`src/rtl/jy_pkg.sv`:
```
// rtl/jy_pkg.sv - shared register offsets, tick-source and direction encodings for jy_irq_counter
package jy_pkg;

  localparam logic [2:0] OFF_ENABLE    = 3'd0;
  localparam logic [2:0] OFF_MODE      = 3'd1;
  localparam logic [2:0] OFF_DISABLE   = 3'd2;
  localparam logic [2:0] OFF_ENABLE_ON = 3'd3;
  localparam logic [2:0] OFF_PRESCALER = 3'd4;
  localparam logic [2:0] OFF_COUNTER   = 3'd5;
  localparam logic [2:0] OFF_XOR       = 3'd6;

  typedef enum logic [1:0] {
    SRC_M2  = 2'b00,
    SRC_A12 = 2'b01,
    SRC_RD  = 2'b10,
    SRC_CPU = 2'b11
  } tick_src_e;

  typedef enum logic [1:0] {
    DIR_HALT = 2'b00,
    DIR_UP   = 2'b01,
    DIR_DOWN = 2'b10,
    DIR_HOLD = 2'b11
  } dir_e;

  // Mode bits 5:3 have no function, so only the meaningful fields are kept.
  typedef struct packed {
    dir_e      dir;
    logic      narrow;
    tick_src_e src;
  } mode_t;

  function automatic logic [7:0] load_xform(input logic [7:0] d, input logic [7:0] xorv,
                                            input logic up);
    return d ^ xorv ^ {8{up}};
  endfunction

endpackage

```
`src/rtl/edge_sync.sv`:
```
// rtl/edge_sync.sv - 2-flop synchroniser with rise or fall strobe, optional minimum-low qualifier
module edge_sync #(
  parameter bit          FALL    = 1'b0,
  parameter int unsigned LOW_MIN = 0
) (
  input  logic i_clk,
  input  logic i_rst_n,
  input  logic i_async,
  output logic o_edge
);

  logic r_meta;
  logic r_sync;
  logic r_prev;
  logic w_raw;
  logic w_qual;

  always_ff @(posedge i_clk or negedge i_rst_n) begin
    if (!i_rst_n) begin
      r_meta <= 1'b0;
      r_sync <= 1'b0;
      r_prev <= 1'b0;
    end else begin
      r_meta <= i_async;
      r_sync <= r_meta;
      r_prev <= r_sync;
    end
  end

  assign w_raw = FALL ? (r_prev & ~r_sync) : (r_sync & ~r_prev);

  generate
    if (LOW_MIN == 0) begin : g_nofilt
      assign w_qual = 1'b1;
    end else begin : g_filt
      localparam int unsigned LW = $clog2(LOW_MIN + 1);
      logic [LW-1:0] r_low;

      // Saturating run length of synchronised-low cycles; it holds the count for the rise cycle.
      always_ff @(posedge i_clk or negedge i_rst_n) begin
        if (!i_rst_n) begin
          r_low <= '0;
        end else if (r_sync) begin
          r_low <= '0;
        end else if (r_low != LW'(LOW_MIN)) begin
          r_low <= r_low + 1'b1;
        end
      end

      assign w_qual = (r_low == LW'(LOW_MIN));
    end
  endgenerate

  assign o_edge = w_raw & w_qual;

endmodule

```
`src/rtl/jy_irq_counter.sv`:
```
// rtl/jy_irq_counter.sv - cartridge IRQ prescaler/counter with selectable tick source and direction
module jy_irq_counter
  import jy_pkg::*;
#(
  parameter int unsigned A12_LOW_MIN = 3
) (
  input  logic        m2,
  input  logic        rst_n,
  input  logic        wr_en,
  input  logic [2:0]  wr_addr,
  input  logic [7:0]  wr_data,
  input  logic        ppu_a12,
  input  logic        ppu_rd_n,
  input  logic        cpu_wr_evt,
  output logic        irq_n,
  output logic [15:0] dbg_count
);

  logic       r_enable;
  logic       r_pending;
  logic       r_irq_n;
  mode_t      r_mode;
  logic [7:0] r_xorv;
  logic [7:0] r_pre;
  logic [7:0] r_cnt;

  logic       w_a12_rise;
  logic       w_rd_fall;
  logic       w_up;
  logic       w_down;
  logic       w_tick_raw;
  logic       w_load;
  logic       w_tick;
  logic [7:0] w_pmax;
  logic [7:0] w_pfield;
  logic [7:0] w_pnext_f;
  logic [7:0] w_pnext;
  logic [7:0] w_cnext;
  logic       w_pwrap;
  logic       w_cwrap;
  logic       w_clear;
  logic       w_pend_nxt;
  logic [7:0] w_load_val;

  edge_sync #(.FALL(1'b0), .LOW_MIN(A12_LOW_MIN)) u_a12_sync (
    .i_clk   (m2),
    .i_rst_n (rst_n),
    .i_async (ppu_a12),
    .o_edge  (w_a12_rise)
  );

  edge_sync #(.FALL(1'b1), .LOW_MIN(0)) u_rd_sync (
    .i_clk   (m2),
    .i_rst_n (rst_n),
    .i_async (ppu_rd_n),
    .o_edge  (w_rd_fall)
  );

  always_comb begin
    w_up       = (r_mode.dir == DIR_UP);
    w_down     = (r_mode.dir == DIR_DOWN);
    w_tick_raw = 1'b0;
    case (r_mode.src)
      SRC_M2:  w_tick_raw = 1'b1;
      SRC_A12: w_tick_raw = w_a12_rise;
      SRC_RD:  w_tick_raw = w_rd_fall;
      default: w_tick_raw = cpu_wr_evt;
    endcase
    // A direct load of prescaler or counter swallows a simultaneous tick.
    w_load = wr_en && ((wr_addr == OFF_PRESCALER) || (wr_addr == OFF_COUNTER));
    w_tick = w_tick_raw && (w_up || w_down) && !w_load;

    w_pmax   = r_mode.narrow ? 8'h07 : 8'hFF;
    w_pfield = r_mode.narrow ? {5'b00000, r_pre[2:0]} : r_pre;
    w_cnext  = r_cnt;
    w_cwrap  = 1'b0;
    if (w_up) begin
      w_pwrap   = (w_pfield == w_pmax);
      w_pnext_f = w_pwrap ? 8'h00 : (w_pfield + 8'd1);
      if (w_pwrap) begin
        w_cwrap = (r_cnt == 8'hFF);
        w_cnext = r_cnt + 8'd1;
      end
    end else begin
      w_pwrap   = (w_pfield == 8'h00);
      w_pnext_f = w_pwrap ? w_pmax : (w_pfield - 8'd1);
      if (w_pwrap) begin
        w_cwrap = (r_cnt == 8'h00);
        w_cnext = r_cnt - 8'd1;
      end
    end
    w_pnext = r_mode.narrow ? {r_pre[7:3], w_pnext_f[2:0]} : w_pnext_f;

    w_clear    = wr_en && ((wr_addr == OFF_DISABLE) || ((wr_addr == OFF_ENABLE) && !wr_data[0]));
    w_pend_nxt = !w_clear && (r_pending || (w_tick && w_cwrap && r_enable));
    w_load_val = load_xform(wr_data, r_xorv, w_up);
  end

  always_ff @(posedge m2 or negedge rst_n) begin
    if (!rst_n) begin
      r_enable  <= 1'b0;
      r_pending <= 1'b0;
      r_irq_n   <= 1'b1;
      r_mode    <= '0;
      r_xorv    <= 8'h00;
      r_pre     <= 8'h00;
      r_cnt     <= 8'h00;
    end else begin
      r_pending <= w_pend_nxt;
      r_irq_n   <= ~w_pend_nxt;
      if (w_tick) begin
        r_pre <= w_pnext;
        r_cnt <= w_cnext;
      end
      if (wr_en) begin
        case (wr_addr)
          OFF_ENABLE:    r_enable <= wr_data[0];
          OFF_MODE:      r_mode   <= '{dir:    dir_e'(wr_data[7:6]),
                                       narrow: wr_data[2],
                                       src:    tick_src_e'(wr_data[1:0])};
          OFF_DISABLE:   r_enable <= 1'b0;
          OFF_ENABLE_ON: r_enable <= 1'b1;
          OFF_PRESCALER: r_pre    <= w_load_val;
          OFF_COUNTER:   r_cnt    <= w_load_val;
          OFF_XOR:       r_xorv   <= wr_data;
          default:       ;
        endcase
      end
    end
  end

  assign irq_n     = r_irq_n;
  assign dbg_count = {r_cnt, r_pre};

endmodule

```
`config.mk`:
```
export PLATFORM = sky130hd
export DESIGN_NAME = jy_irq_counter
export DESIGN_NICKNAME = d
export VERILOG_FILES = /design/src/rtl/jy_pkg.sv /design/src/rtl/edge_sync.sv /design/src/rtl/jy_irq_counter.sv
export SDC_FILE = /design/constraint.sdc
export NUM_CORES = 1
export LEC_CHECK = 0
export ABC_AREA = 1
export BUFFER_PORTS_ARGS = -buffer_cell sky130_fd_sc_hd__buf_2
export CORE_UTILIZATION = 59
export CTS_CLUSTER_DIAMETER = 200
export CTS_CLUSTER_SIZE = 30
export DETAILED_ROUTE_END_ITERATION = 8
export HOLD_SLACK_MARGIN = 0.02
export PLACE_DENSITY_LB_ADDON = 0.05
export SLEW_MARGIN = 25
export SYNTH_ARGS = -nofsm -noshare
export SYNTH_HDL_FRONTEND = slang
export SYNTH_SLANG_ARGS = --single-unit
```
`constraint.sdc`:
```
create_clock -name m2 -period 2.4 [get_ports m2]
set_clock_uncertainty 0.2 [all_clocks]
set_input_delay 0.36 -clock m2 [delete_from_list [all_inputs] [get_ports m2]]
set_output_delay 0.36 -clock m2 [all_outputs]
set_load 0.02 [all_outputs]
```
; ---- Word level (Yosys, flattened, before mapping)
; Index checks and enable logic that the tools add are counted.
[word_totals]
ff_bits = 40
latch_bits = 0
mem_bits_rw = 0
romBits = 0
inputBits = 17
output_inout_bits = 17
wordCells = 89
mem_count = 0
[classes]
add_sub_neg = 5
mul = 0
div_mod_pow = 0
order_cmp = 0
n_eq_ne = 14
shift = 0
muxes = 22
bitwise = 8
reduce_logical = 24
[ops]
columns = op, n
row1 = $mux 8, 15
row2 = $add 8x1->8 const B, 2
row3 = $logic_not 8->1, 2
row4 = $sub 8x1->8 const B, 2
row5 = $xor 8x8->8, 2
row6 = $eq 3x3->1 const B, 3
row7 = $eq 8x8->1, 1
row8 = $eq 8x8->1 const B, 1
row9 = $logic_and 1x1->1, 8
row10 = $eq 2x2->1 const B, 3
row11 = $eq 3x2->1 const B, 2
row12 = $pmux 1 s3, 2
row13 = $reduce_and 2->1, 3
row14 = $eq 2x1->1 const B, 2
row15 = $logic_or 1x1->1, 4
row16 = $mux 2, 2
row17 = $and 1x1->1, 3
row18 = $eq 3x1->1 const B, 1
row19 = $logic_not 1->1, 3
row20 = $logic_not 3->1, 1
row21 = $mux 1, 3
row22 = $not 1->1, 3
row23 = $reduce_bool 3->1, 1
row24 = $add 2x1->2 const B, 1
row25 = other kinds (3), 3

; ---- Logic depth before layout (Yosys ltp)
[depth]
depth_word = 11
ltp_mapped = 14

; ---- By module
; Synthesis repeated with hierarchy kept, for this count alone.
[unflattened]
cells_unflattened = 408
hier_area_um2 = 2894.0
[by_module_without_submodules]
columns = mod, instances, cells_per_inst, area_per_inst_um2
row1 = jy_irq_counter, 1, 386, 2625.0
row2 = edge_sync at u_a12_sync, 1, 17, 183.9
row3 = edge_sync at u_rd_sync, 1, 5, 85.1

; ---- Least setup slack after synthesis
; OpenSTA, ideal clock, no wires.
[synth_timing]
kind = flip-flop to flip-flop
from = register r_pre[1]
to = register r_cnt[4]
setup_time_ns = 0.118
arrival_ns = 1.594
path_slack_ns = 0.488
stages_incl_launch_ff = 11
n_path_buf = 0
synth_period_minus_slack_ns = 1.912
path_cell_list = dfrtp_1 ha_1 nand2_1 nor2_1 nand2_1 o21ai_0 nand3_1 nand2_1 nand2_1 nand2_1 nand2_1
[synth_via]
elab_chain_len = 7
elab_cells_between_ends = 9
classes_between = 1 x eq/ne / 7 x mux / 1 x reduce/logical
[synth_rtl]
columns = element, line
row1 = start: declaration, jy_irq_counter.sv:24  ; logic [7:0] r_pre;
row2 = start signal: assignment, jy_irq_counter.sv:112  ; r_pre <= w_pnext;
row3 = start signal: assignment, jy_irq_counter.sv:123  ; OFF_PRESCALER: r_pre <= w_load_val;
row4 = $mux 8 *, jy_irq_counter.sv:74  ; w_pfield = r_mode.narrow ? {5'b00000, r_pre[2:0]} : r_pre;
row5 = $eq 8x8->1 / $logic_not 8->1 (equally long branches), "jy_irq_counter.sv:78, jy_irq_counter.sv:85"
row6 = "$mux 8, on equally long branches", "jy_irq_counter.sv:80, jy_irq_counter.sv:87"
row7 = $mux 8 *, jy_irq_counter.sv:77  ; if (w_up) begin
row8 = $mux 8 *, jy_irq_counter.sv:111  ; if (w_tick) begin
row9 = $mux 8, jy_irq_counter.sv:116  ; case (wr_addr)
row10 = $mux 8 *, jy_irq_counter.sv:115  ; if (wr_en) begin
row11 = end signal: assignment, jy_irq_counter.sv:113  ; r_cnt <= w_cnext;
row12 = end signal: assignment, jy_irq_counter.sv:124  ; OFF_COUNTER: r_cnt <= w_load_val;
row13 = end: declaration, jy_irq_counter.sv:25  ; logic [7:0] r_cnt;
; Mark *: on every way between the ends. The rest lies on a longest branch, timed or not.
; A chain may end at the register's enable or synchronous reset.

; ---- Final worst setup path
; Same ends and word-level chain as after synthesis.

==> impl_metrics.toml <==
[placement]
finalWeightedCongestion = 0.9506
numPortBuffers = 33
dp_cells = 491
dpl_cell_area_um2 = 3088
dpl.hpwl_um = 5602

[route]
drt_iter0_markers = 322
drtAntennaViolNets = 0
first_pass_iters = 4
wirelength_um = 7280
wl_per_cell_um = 14.50
vias = 2812
viasPerCell = 5.602
drc = 0

[synthesis]
syn_inst = 409
ys_seq_area_share_pct = 35.01
netlist_area_um2 = 2863
synth-seq-cells = 40
synth_warnings = 0
avgSynthCellArea_um2 = 6.999
syn_nets = 434
synth_edf_count = 0
synth.distinct_cells = 33
async_reset_ff_share_pct = 100.0
ys.flop_type = "dfrtp_1"

[min_path]
holdPathStages = 2
hold_path_end = "r_xorv[4]"
worst_hold_path_type = "input pin to flop"
hp-start = "wr_data[4]"

[flow_run]
drv_cap = 0

[die]
num_rows = 24
core_area_um2 = 4504
die_width_um = 71.66
die_area_um2 = 5134
die_h_um = 71.66
initial_core_util_pct = 63.56
io_pins = 34

[sta]
fin_tns_setup_ps = 0
worst_pin_slew_ps = 463.6
maxSlewViolCount = 0
fmax_mhz = 452.2
hold_viol = 0
setup_viol = 0
period_share_pct = 92.14
relSlewSlack_pct = 69.09
period_needed_ps = 2211
rsz0062_at_grt = "no"
hold_ws_ps = 116.8

[critical_path]
critPathLaunch = "r_pre[1]"
crit_arrival_ps = 2210
cp_max_fo = 6
required_ps = 2400
r2r-start = "r_pre[1]"
critical_path_class = "flop to flop"
regToRegEndpoint = "r_cnt[4]"
cp-start-kind = "flop"
end_kind = "flop"
r2r_setup_slack_ps = 190
reg2regPathDepth = 10

[global_routing]
grt_antenna_before_repair = 0
grtUsageMet2_pct = 50.10
busiest_layer = "met2"
grt_start_max_net_pins = 23
grt_usage_pct = 31.03
grt_pass1_vias = 2585
use_met3_pct = 4.782
grt_first_pass_wirelength_um = 12230
grtUsageMet1_pct = 42.66
grt_overflow = 0

[power]
p_leak_nw = 1.723
ir_drop_mv = 0.5932
power_density_nw_per_um2 = 1142
power.total_w = 0.003704

[clock_tree]
cts_tree = "built"
cts_setup_buffers = 0
clockBufferDepth = 2
cts_made_buffers = 5
htreeDepth = 2
clock-sinks = 40
clk_latency_ps = 300
cts-root-buf = "clkbuf_8"
clk_pin_slew_worst_paths_ps = 80

[cells_and_area]
area_growth_pct = 13.33
nNetsFinal = 474
layout-drive-gt1-share_pct = 16.00
stdcell_count = 502
antennaDiodeCount = 0
fin_area_um2 = 3244

[outcome]
outcome = "complete, no violations"
-- how the worst max path moves through the flow --
stage,to,cells after the start,slack [ps]
2_1_floorplan,r_cnt[4],10,490
3_3_place_gp,r_cnt[4],10,210
3_5_place_dp,r_cnt[4],10,270
4_1_cts,r_cnt[4],10,240
5_1_grt,r_cnt[4],10,60
6_report,r_cnt[4],10,190
-- cells in the final DEF, fill, tap and decap left out, drive strengths merged --
cell type and n:
or2 2, a21o 3, mux2 3, bufinv 1
buf 38, nand3b 1, xor2 12, o22ai 1
xnor2 10, o211ai 2, o31ai 1, clkbuf 7
a21oi 19, nand3 40, inv 50, mux2i 1
nand2 125, dfstp 1, nand4 10, o21ai 27
nor2 41, dlygate4sd3 3, ha 8, nor4 1
dfrtp 39, nor3 4
-- repair_timing --
item,4_1_cts,5_1_grt
gates resized for setup,0,0
hold endpoints to repair,20,0
hold buffers,3,0
-- area by class of cell --
class,count,area [um2]
well taps,52,65.06
flip-flops and latches,40,1002
multi-input cells,311,1630
fillers,393,1260
repair buffers,41,232.7
inverters,50,187.7
clock buffers,7,96.34
clock inverters,1,30.03
-- Yosys cell counts, types with 5 or more instances --
library cell | instances | area (um2)
xnor2_1 | 10 | 87.58
xor2_1 | 12 | 105.1
ha_1 | 8 | 100.1
nor2_1 | 37 | 138.9
o21ai_1 | 7 | 35.03
nand4_1 | 10 | 62.56
nand2_1 | 118 | 442.9
inv_1 | 45 | 168.9
inv_2 | 5 | 18.77
nand3_1 | 38 | 190.2
dfrtp_1 | 39 | 975.9
o21ai_0 | 19 | 95.09
a21oi_1 | 18 | 90.09
-- report_power, final --
part	total, W	switching, W	internal (W)
Sequential	0.00118	0.000300	0.000875
Combinational	0.00192	0.00124	0.000677
Clock	0.000609	0.000242	0.000367
Total	0.00370	0.00179	0.00192
-- flip-flops by register name (all words and copies together), names as in the netlist --
signal	flops
r_xorv	8
u_a12_sync.r_sync	1
r_cnt	8
r_enable	1
r_pre	8
u_a12_sync.r_prev	1
u_rd_sync.r_meta	1
r_mode	5
u_rd_sync.r_prev	1
r_pending	1
irq_n	1
u_a12_sync.g_filt.r_low	2
u_a12_sync.r_meta	1
u_rd_sync.r_sync	1
-- logic make-up after synthesis --
kind of cell             Yosys count  synth area share, %
buffers and inverters             58                8.042
AO/OA/AOI/OAI                     53                10.10
adder cells (fa/ha/maj)            8                3.497
multiplexers                       4                1.530
XOR/XNOR                          22                6.731
flip-flops                        40                35.01
AND/OR/NAND/NOR                  224                35.10
-- metrics by stage --
| step | utilization (%) | setup slack (ps) |
|---|---|---|
| 6_report | 72.03 | 188.5 |
| 5_1_grt | 72.03 | 56.41 |
| 4_1_cts | 72.03 | 243.5 |
| 3_5_place_dp | 68.56 | 271.3 |
| 3_3_place_gp | 68.56 | 213.3 |
| 2_1_floorplan | - | 488.4 |
-- critical path, cell delays in order, from the launching register on --
cell     delay (ps)
dfrtp_1         450
ha_1            200
nand2_1          90
nor2_1          270
nand2_1         210
o21ai_0         300
nand3_1         140
nand2_1          80
nand2_1          50
nand2_1          50
nand2_1          50
-- layer usage --
layer | vias to the layer above | part of all wire [%]
met5 | - | 0
met4 | 0 | 1.9
met3 | 16 | 6.1
met2 | 101 | 47
met1 | 1299 | 45
li1 | 1396 | -
(Power assumes the default switching activity.)
